**src/rtl/opsum_accumulator_if.sv**
```systemverilog
// Stream bundle between the PE array, the opsum accumulator and the opsum buffer:
// per-row partial sums with their capture strobe in, drained rows out over valid/ready.
interface opsum_accumulator_if #(
    parameter int ROW_NUM = 32,
    parameter int PSUM_W  = 16,
    parameter int ACC_W   = 32
) ();
    logic [ROW_NUM*PSUM_W-1:0] array_opsum;
    logic                      opsum_valid;
    logic                      out_valid;
    logic                      out_ready;
    logic [ACC_W-1:0]          out_data;
    logic [4:0]                out_row;
    logic                      out_last;

    // Array/buffer side: supplies sums and accepts drained beats.
    modport master (
        output array_opsum,
        output opsum_valid,
        output out_ready,
        input  out_valid,
        input  out_data,
        input  out_row,
        input  out_last
    );

    // Accumulator side.
    modport slave (
        input  array_opsum,
        input  opsum_valid,
        input  out_ready,
        output out_valid,
        output out_data,
        output out_row,
        output out_last
    );
endinterface

```
**src/rtl/opsum_accumulator.sv**
```systemverilog
// Captures per-row partial sums from the PE array once per pass, accumulates them
// over a programmed number of passes, then drains one row per beat downstream.
module opsum_accumulator #(
    parameter int ROW_NUM = 32,
    parameter int PSUM_W  = 16,
    parameter int ACC_W   = 32,
    parameter int PASS_W  = 5
) (
    input  logic              clk,
    input  logic              reset,
    input  logic              start,
    input  logic [PASS_W-1:0] num_pass,
    input  logic [5:0]        row_cnt,
    input  logic              relu_en,
    opsum_accumulator_if.slave bus,
    output logic              busy,
    output logic              done,
    output logic              drop_err
);

    typedef enum logic [1:0] {
        IDLE,
        ACCUM,
        DRAIN,
        DONE
    } state_t;

    state_t state;
    state_t state_nxt;

    logic [ACC_W-1:0]  acc     [ROW_NUM];
    logic [ACC_W-1:0]  acc_sum [ROW_NUM];

    logic [PASS_W-1:0] pass_cnt;
    logic [PASS_W-1:0] num_pass_q;
    logic [5:0]        row_cnt_q;
    logic              relu_q;

    logic              out_valid_q;
    logic [ACC_W-1:0]  out_data_q;
    logic [4:0]        out_row_q;
    logic              out_last_q;

    logic              out_valid_nxt;
    logic [ACC_W-1:0]  out_data_nxt;
    logic [4:0]        out_row_nxt;
    logic              out_last_nxt;

    logic              capture;
    logic              final_cap;
    logic [PASS_W:0]   pass_inc;
    logic [5:0]        row_inc;

    assign bus.out_valid = out_valid_q;
    assign bus.out_data  = out_data_q;
    assign bus.out_row   = out_row_q;
    assign bus.out_last  = out_last_q;

    assign capture   = (state == ACCUM) && bus.opsum_valid;
    assign pass_inc  = {1'b0, pass_cnt} + (PASS_W+1)'(1);
    assign final_cap = capture && (pass_inc == {1'b0, num_pass_q});
    assign row_inc   = {1'b0, out_row_q} + 6'd1;

    function automatic logic [ACC_W-1:0] relu_f(input logic en, input logic [ACC_W-1:0] v);
        return (en && v[ACC_W-1]) ? '0 : v;
    endfunction

    // Sign-extend every lane and add it to its accumulator (wraps modulo 2^ACC_W).
    always_comb begin
        for (int unsigned r = 0; r < ROW_NUM; r++) begin
            acc_sum[r] = acc[r] + ACC_W'($signed(bus.array_opsum[r*PSUM_W +: PSUM_W]));
        end
    end

    // State register.
    always_ff @(posedge clk) begin
        if (reset) state <= IDLE;
        else       state <= state_nxt;
    end

    // Next-state and next output-beat selection.
    // The first beat is loaded from the sum being written on the final capture edge,
    // so it is valid the very next cycle instead of waiting a cycle for acc to settle.
    always_comb begin
        state_nxt     = state;
        out_valid_nxt = out_valid_q;
        out_data_nxt  = out_data_q;
        out_row_nxt   = out_row_q;
        out_last_nxt  = out_last_q;
        unique case (state)
            IDLE: begin
                if (start) state_nxt = ACCUM;
            end
            ACCUM: begin
                if (final_cap) begin
                    if (row_cnt_q == 6'd0) begin
                        state_nxt = DONE;
                    end else begin
                        state_nxt     = DRAIN;
                        out_valid_nxt = 1'b1;
                        out_row_nxt   = '0;
                        out_data_nxt  = relu_f(relu_q, acc_sum[0]);
                        out_last_nxt  = (row_cnt_q == 6'd1);
                    end
                end
            end
            DRAIN: begin
                if (out_valid_q && bus.out_ready) begin
                    if (out_last_q) begin
                        state_nxt     = DONE;
                        out_valid_nxt = 1'b0;
                        out_last_nxt  = 1'b0;
                    end else begin
                        out_row_nxt  = row_inc[4:0];
                        out_data_nxt = relu_f(relu_q, acc[row_inc[4:0]]);
                        out_last_nxt = ((row_inc + 6'd1) == row_cnt_q);
                    end
                end
            end
            DONE: begin
                state_nxt = IDLE;
            end
            default: begin
                state_nxt = IDLE;
            end
        endcase
    end

    // Registered outputs, status flags and the drop-error pulse.
    always_ff @(posedge clk) begin
        if (reset) begin
            out_valid_q <= 1'b0;
            out_data_q  <= '0;
            out_row_q   <= '0;
            out_last_q  <= 1'b0;
            busy        <= 1'b0;
            done        <= 1'b0;
            drop_err    <= 1'b0;
        end else begin
            out_valid_q <= out_valid_nxt;
            out_data_q  <= out_data_nxt;
            out_row_q   <= out_row_nxt;
            out_last_q  <= out_last_nxt;
            busy        <= (state_nxt != IDLE);
            done        <= (state_nxt == DONE);
            drop_err    <= bus.opsum_valid && (state != ACCUM);
        end
    end

    // Job configuration latch and pass counter.
    always_ff @(posedge clk) begin
        if (reset) begin
            num_pass_q <= '0;
            row_cnt_q  <= '0;
            relu_q     <= 1'b0;
            pass_cnt   <= '0;
        end else if (state == IDLE && start) begin
            num_pass_q <= (num_pass == '0) ? PASS_W'(1) : num_pass;
            row_cnt_q  <= (row_cnt > 6'(ROW_NUM)) ? 6'(ROW_NUM) : row_cnt;
            relu_q     <= relu_en;
            pass_cnt   <= '0;
        end else if (capture) begin
            pass_cnt   <= pass_inc[PASS_W-1:0];
        end
    end

    // Per-row accumulators: cleared at job start, updated on each capture.
    always_ff @(posedge clk) begin
        if (reset || (state == IDLE && start)) begin
            for (int unsigned r = 0; r < ROW_NUM; r++) acc[r] <= '0;
        end else if (capture) begin
            for (int unsigned r = 0; r < ROW_NUM; r++) acc[r] <= acc_sum[r];
        end
    end

endmodule

```
**src/flat_wrapper.sv**
```systemverilog
// flat-port wrapper written by rule: the top's interface ports become plain ports
module opsum_accumulator_flat 
#(
    parameter int ROW_NUM = 32,
    parameter int PSUM_W  = 16,
    parameter int ACC_W   = 32,
    parameter int PASS_W  = 5
)
  (clk, reset, start, num_pass, row_cnt, relu_en, busy, done, drop_err, bus_array_opsum, bus_opsum_valid, bus_out_ready, bus_out_valid, bus_out_data, bus_out_row, bus_out_last);
  opsum_accumulator_if #(.ROW_NUM(ROW_NUM), .PSUM_W(PSUM_W), .ACC_W(ACC_W)) bus_i ();
  input  logic clk;
  input  logic reset;
  input  logic start;
  input  logic [PASS_W-1:0] num_pass;
  input  logic [5:0] row_cnt;
  input  logic relu_en;
  output logic busy;
  output logic done;
  output logic drop_err;
  input wire logic [$bits(bus_i.array_opsum)-1:0] bus_array_opsum;
  input wire logic [$bits(bus_i.opsum_valid)-1:0] bus_opsum_valid;
  input wire logic [$bits(bus_i.out_ready)-1:0] bus_out_ready;
  output wire logic [$bits(bus_i.out_valid)-1:0] bus_out_valid;
  output wire logic [$bits(bus_i.out_data)-1:0] bus_out_data;
  output wire logic [$bits(bus_i.out_row)-1:0] bus_out_row;
  output wire logic [$bits(bus_i.out_last)-1:0] bus_out_last;
  assign bus_i.array_opsum = bus_array_opsum;
  assign bus_i.opsum_valid = bus_opsum_valid;
  assign bus_i.out_ready = bus_out_ready;
  assign bus_out_valid = bus_i.out_valid;
  assign bus_out_data = bus_i.out_data;
  assign bus_out_row = bus_i.out_row;
  assign bus_out_last = bus_i.out_last;
  opsum_accumulator #(.ROW_NUM(ROW_NUM), .PSUM_W(PSUM_W), .ACC_W(ACC_W), .PASS_W(PASS_W)) u_core (.clk(clk), .reset(reset), .start(start), .num_pass(num_pass), .row_cnt(row_cnt), .relu_en(relu_en), .bus(bus_i), .busy(busy), .done(done), .drop_err(drop_err));
endmodule
```
**config.mk**
```make
export PLATFORM = sky130hd
export DESIGN_NAME = opsum_accumulator_flat
export DESIGN_NICKNAME = d
export VERILOG_FILES = /design/src/rtl/opsum_accumulator_if.sv /design/src/rtl/opsum_accumulator.sv /design/src/flat_wrapper.sv
export SDC_FILE = /design/constraint.sdc
export NUM_CORES = 2
export LEC_CHECK = 0
export ABC_AREA = 0
export CAP_MARGIN = 20
export CELL_PAD_IN_SITES_DETAIL_PLACEMENT = 1
export CELL_PAD_IN_SITES_GLOBAL_PLACEMENT = 1
export CORE_MARGIN = 2
export CORE_UTILIZATION = 45
export DETAILED_ROUTE_END_ITERATION = 10
export HOLD_SLACK_MARGIN = 0.02
export PLACE_DENSITY = 0.83
export RECOVER_POWER = 100
export SLEW_MARGIN = 30
export SYNTH_ARGS = -nofsm -noshare
export SYNTH_HDL_FRONTEND = slang
export SYNTH_SLANG_ARGS = --single-unit
```
**constraint.sdc**
```tcl
create_clock -name clk -period 34.1 [get_ports clk]
set_input_delay 6.82 -clock clk [delete_from_list [all_inputs] [get_ports clk]]
set_output_delay 6.82 -clock clk [all_outputs]
set_load 0.05 [all_outputs]
```
; After elaboration in Yosys (flattened, before gate mapping)
; Memory sizes are Yosys's and may differ from the RTL's.
; Cells that the tools add are included.
[totals]
reg_bits = 61
memories = 1
inputBits = 529
ram_bits = 1024
[op_classes]
addsub = 35
n_reduce_logical = 17
n_mux = 67
n_lt_le_gt_ge = 1
eq_ne = 13
n_bitwise = 32
[mem_list]
columns = memory, depth, word_bits, rd, rd_clocked_by_memory_dff, write_ports, line_no
row1 = u_core.acc, 32, 32, 33, 0, 32, opsum_accumulator.sv:31  ; logic [ACC_W-1:0] acc [ROW_NUM];
[ops]
columns = op, n
row1 = $mux 32, 38
row2 = $add 32x32->32, 32
row3 = $pmux 32 s2, 1
row4 = $or 1x1->1, 32
row5 = $mux 5, 5
row6 = $mux 1, 14
row7 = $add 5x1->6 const B, 2
row8 = $pmux 5 s2, 1
row9 = $reduce_and 5->1, 2
row10 = $mux 2, 4
row11 = $ne 2x1->1 const B, 4
row12 = $pmux 2 s4, 1
row13 = $logic_and 1x1->1, 7
row14 = $add 6x1->6 const B, 1
row15 = $eq 2x2->1 const B, 3
row16 = $eq 6x1->1 const B, 1
row17 = $eq 6x5->1, 1
row18 = $eq 6x6->1, 1
row19 = $gt 6x6->1 const B, 1
row20 = $logic_not 6->1, 1
row21 = $mux 6, 1
row22 = $logic_not 5->1, 1
row23 = $ne 2x2->1 const B, 2
row24 = $pmux 1 s2, 2
row25 = 6 further kinds, 7

; Longest topological paths before layout
; An unclocked memory read counts as a cell.
[logic_depth]
word_depth = 7
ltp_mapped = 18

; Worst setup path before layout
; No wires, ideal clock.
[synth_timing]
kind = input to register
from = input port start
to = memory u_core.acc[0][0] (enable)
setup_ns = 7.059
cell_stages = 6
path_slack_ns = 2.478
n_path_buf = 3
arrival_ns = 24.563
path_cell_list = and2_1 > nor2_1 > clkbuf_1 > clkbuf_1 > clkbuf_1 > nand2_1
[synth_rtl]
columns = item, line_no
row1 = "start, declared", flat_wrapper.sv:13  ; input logic start;
row2 = "end, declared", opsum_accumulator.sv:31

==> flow_summary_export.csv <==
group,metric,value,unit
cts,cts-resized-gates,0,
sta,setup_repair_after_global_routing_missed_its_margin,"no",
run_status,violated_checks,"max-capacitance violations, max-slew violations",
sta,final.setup_skew,40.2,ps
floorplanning,die_width,459,um
synth,synth_unique_cells,101,
sta,timing.final.max_slew_violations,2250,
cts,number_of_buffers_between_clock_root_and_the_deepest_sink,3,
synth,synth.top_cell.area_share,33.0,%
global_route,via_count_of_the_first_global_routing_pass,85100,
floorplanning,die-area,211000,sq um
final_layout,syn2layout_area_growth,13.5,%
global_route,grt_max_degree,175,
place,hpwlAfterDp,263000,um
worst_setup_path,setup.worst_path.end_class,"flop",
final_layout,layout.nets,11500,
cts,cts.hold.buffers_added,0,
power,p_leak,0.0448,uW
floorplanning,row_cnt,167,
run_status,outcome,"complete, but fails checks",
cts,root_buffer,"sky130_fd_sc_hd__clkbuf_16",
power,ir_drop,0.0455,mV
cts,clk_pin_slew,60,ps
synth,synth-async-reset-ratio,0,%
synth,ys_top_cells_by_area,"sky130_fd_sc_hd__edfxtp_1, sky130_fd_sc_hd__ha_1, sky130_fd_sc_hd__mux4_2, sky130_fd_sc_hd__nor2_1, sky130_fd_sc_hd__a21oi_1",
place,place_ws,21730,ps
cts,cts_tree,"done",
synth,synth_ff_type,"sky130_fd_sc_hd__edfxtp_1",
sta,tightest_slew,9440,ps
worst_setup_path,cp.buffers_inverters,5,
detailed_routing,detailedRoute.firstPassIterationCount,5,
sta,final_period_minus_worst_setup_slack,21620,ps
detailed_routing,detail_route.drc_violations,0,
cts,post_cts_setup_buffers,0,
sta,max_freq,46.3,MHz
global_route,grt_antenna_before_repair,58,
final_layout,post_route_cells_drive_above_1_share,6.52,%
sta,final.setup.tns,0,ps
detailed_routing,detail_route.iter0.violations,6753,
worst_setup_path,start_kind,"input port",
worst_setup_path,required,34620,ps
floorplanning,count_of_pins_on_the_block_boundary,571,
synth,synth_nets,11000,
worst_setup_path,critical-path-slowest-cell,"sky130_fd_sc_hd__clkbuf_1",
sta,setup_viol,0,
worst_setup_path,worst_ep_arrival_time,22140,ps
floorplanning,die-height,459,um
worst_setup_path,critPathMostFrequentCell,"sky130_fd_sc_hd__clkbuf_1",
cts,cts_num_sinks,1085,
global_route,grt.total_usage,31.4,%
worst_setup_path,critical-path-top-delay-family,"buffers and inverters",
detailed_routing,via_per_instance_ratio,6.34,
flow_run,max_cap_violations,34,
synth,synth.cell_area,93300,sq um
worst_hold_path,hold_path_class,"flop to flop",
cts,cts_h_tree_depth,4,
worst_setup_path,path_max_fanout,174,
detailed_routing,drt_wl_total,338000,um
worst_setup_path,critical_path.cell_chain,"clkbuf_1, clkbuf_1, nand2b_1, clkbuf_1, clkbuf_1, buf_4, nor2_1, and2_0, mux2i_1, o311ai_1",
synth,yosys_warnings,0,
place,port_buffer_cells,570,
sta,max-slew-margin-rel,-529,%
cts,cts_made_buffers,140,
global_route,grt_first_pass_wirelength,513000,um
worst_setup_path,critical_path.max_stage_delay,6530,ps
synth,synth_enable_flop_cells,1024,
place,gpl.final_weighted_congestion,0.957,
sta,layout_worst_path_cycle_share,63.4,%
synth,syn_inst,9459,
synth,post-synth-top-area-cell,"sky130_fd_sc_hd__edfxtp_1",
detailed_routing,drt.antenna.violating_nets,0,
floorplanning,floorplan.initialDensity,45.1,%
synth,ys_ff_latch,1085,
detailed_routing,routedWlPerCell,26.5,um
sta,hold_violations,0,
final_layout,postLayoutCoreUtil,51.3,%
floorplanning,fp.coreArea,207000,sq um
sta,worst_slack,12480,ps
worst_setup_path,crit_type,"input port to flop",
global_route,grt_remaining_overflow,0,
final_layout,final_cell_area,106000,sq um
final_layout,fillers,23000,
place,postPlaceCellArea,102000,sq um
cts,worstSkewPairLatency,810,ps
synth,postSynthAreaPerCell,9.86,sq um
detailed_routing,num_vias,81000,
synth,synth_seq_area_share,34.3,%
power,power_density,53.3,nW/um^2
[worst register-to-register path: stages (launching register included)]
cell	delay (ps)
sky130_fd_sc_hd__dfxtp_1	320
sky130_fd_sc_hd__inv_1	100
sky130_fd_sc_hd__ha_1	290
sky130_fd_sc_hd__nand2_1	90
sky130_fd_sc_hd__buf_4	240
sky130_fd_sc_hd__nand2_1	1680
sky130_fd_sc_hd__clkbuf_1	970
sky130_fd_sc_hd__clkbuf_1	2170
sky130_fd_sc_hd__clkbuf_1	3130
sky130_fd_sc_hd__clkbuf_1	2830
sky130_fd_sc_hd__clkbuf_1	3110
[Yosys cell counts, types with 61 or more instances]
cell and n:
sky130_fd_sc_hd__o31ai_1 66, sky130_fd_sc_hd__dfxtp_1 61, sky130_fd_sc_hd__xor2_1 378, sky130_fd_sc_hd__nand2b_1 119
sky130_fd_sc_hd__nor3_1 202, sky130_fd_sc_hd__and2_1 101, sky130_fd_sc_hd__o21ai_0 377, sky130_fd_sc_hd__xnor2_1 395
sky130_fd_sc_hd__or3_1 92, sky130_fd_sc_hd__nand3_1 202, sky130_fd_sc_hd__ha_1 1000, sky130_fd_sc_hd__a31oi_1 101
sky130_fd_sc_hd__a21o_1 493, sky130_fd_sc_hd__inv_1 230, sky130_fd_sc_hd__nand2_1 552, sky130_fd_sc_hd__a21oi_1 796
sky130_fd_sc_hd__nand4_1 84, sky130_fd_sc_hd__a211oi_1 95, sky130_fd_sc_hd__nor2b_1 90, sky130_fd_sc_hd__nor3b_1 66
sky130_fd_sc_hd__mux4_2 320, sky130_fd_sc_hd__o21ai_1 62, sky130_fd_sc_hd__o21bai_1 123, sky130_fd_sc_hd__o21a_1 108
sky130_fd_sc_hd__nor2_1 1229, sky130_fd_sc_hd__edfxtp_1 1024, sky130_fd_sc_hd__and3_1 130, sky130_fd_sc_hd__clkbuf_1 227
[area by class of cell]
| cell class | count | area (sq um) | share of cell area (%) |
|---|---|---|---|
| Antenna cell | 29 | 72.6 | 0.0685 |
| Multi-Input combinational cell | 7861 | 59400 | 56.0 |
| Sequential cell | 1085 | 32000 | 30.2 |
| Timing Repair Buffer | 629 | 6030 | 5.69 |
| Tap cell | 2704 | 3380 | 3.19 |
| Inverter | 230 | 863 | 0.815 |
| Clock buffer | 179 | 3750 | 3.54 |
| Clock inverter | 62 | 474 | 0.448 |
[where the power goes]
| group | internal [uW] | switching, uW |
|---|---|---|
| combinational | 934 | 1340 |
| sequential | 1740 | 181 |
| clock | 812 | 635 |
| total | 3480 | 2160 |
[layout by cell type (no fill, tap or decap), types with 123 or more instances in the layout]
master | synthesis | layout
sky130_fd_sc_hd__nor2_1 | 1229 | 1229
sky130_fd_sc_hd__edfxtp_1 | 1024 | 1024
sky130_fd_sc_hd__ha_1 | 1000 | 999
sky130_fd_sc_hd__a21oi_1 | 796 | 796
sky130_fd_sc_hd__nand2_1 | 552 | 552
sky130_fd_sc_hd__clkdlybuf4s50_1 | 0 | 521
sky130_fd_sc_hd__a21o_1 | 493 | 493
sky130_fd_sc_hd__xnor2_1 | 395 | 392
sky130_fd_sc_hd__o21ai_0 | 377 | 383
sky130_fd_sc_hd__xor2_1 | 378 | 377
sky130_fd_sc_hd__mux4_2 | 320 | 320
sky130_fd_sc_hd__inv_1 | 230 | 230
sky130_fd_sc_hd__nand3_1 | 202 | 202
sky130_fd_sc_hd__nor3_1 | 202 | 202
sky130_fd_sc_hd__clkbuf_16 | 0 | 143
sky130_fd_sc_hd__and3_1 | 130 | 129
sky130_fd_sc_hd__o21bai_1 | 123 | 123
[final timing paths]
check,from,to,slack [ps],cells past startpoint
hold reg to reg,u_core.num_pass_q[4]$_SDFFE_PP0P_,u_core.num_pass_q[4]$_SDFFE_PP0P_,490,2
setup / recovery,reset,u_core.acc[28][31]$_SDFFCE_PP0P_,12480,10
setup reg to reg,u_core.state[1]$_SDFF_PP0_,u_core.acc[31][1]$_SDFFCE_PP0P_,18570,10
hold / removal,u_core.num_pass_q[4]$_SDFFE_PP0P_,u_core.num_pass_q[4]$_SDFFE_PP0P_,490,2
[through the flow]
stage	hold slack [ps]	instances	total power, uW
after floorplan	448	9459	3550
after global placement	468	12500	4010
after detailed placement	466	12500	4140
after CTS	488	12700	5610
after global routing	513	12800	5930
final	487	12800	5640
[cell families (layout without fill, tap and decap cells)]
kind of cell	after synthesis	in the layout	synth area share [%]
AO/OA/AOI/OAI	2644	2644	18.5
buffers and inverters	513	1100	2.14
adder cells (fa/ha/maj)	1032	1032	14.1
other	0	29	0
XOR/XNOR	773	773	7.26
multiplexers	365	365	8.22
AND/OR/NAND/NOR	3047	3047	15.5
flip-flops	1085	1085	34.3
[layer usage]
| layer | vias up | routed length (um) | global-route usage (%) |
|---|---|---|---|
| met5 | - | 240 | 0 |
| met4 | 38 | 22400 | 18.4 |
| met3 | 750 | 21300 | 5.21 |
| met2 | 2494 | 162000 | 52.8 |
| met1 | 40700 | 132000 | 37.8 |
| li1 | 37000 | - | - |
[state kept, by name (all words and copies together), names as in the netlist]
name                  cells
u_core.bus.out_data      32
u_core.state              2
u_core.drop_err           1
u_core.done               1
u_core.num_pass_q         5
u_core.bus.out_last       1
u_core.relu_q             1
u_core.pass_cnt           5
u_core.row_cnt_q          6
u_core.busy               1
u_core.bus.out_row        5
u_core.bus.out_valid      1
u_core.acc             1024
No activity file was read; power rests on OpenSTA's default activity.
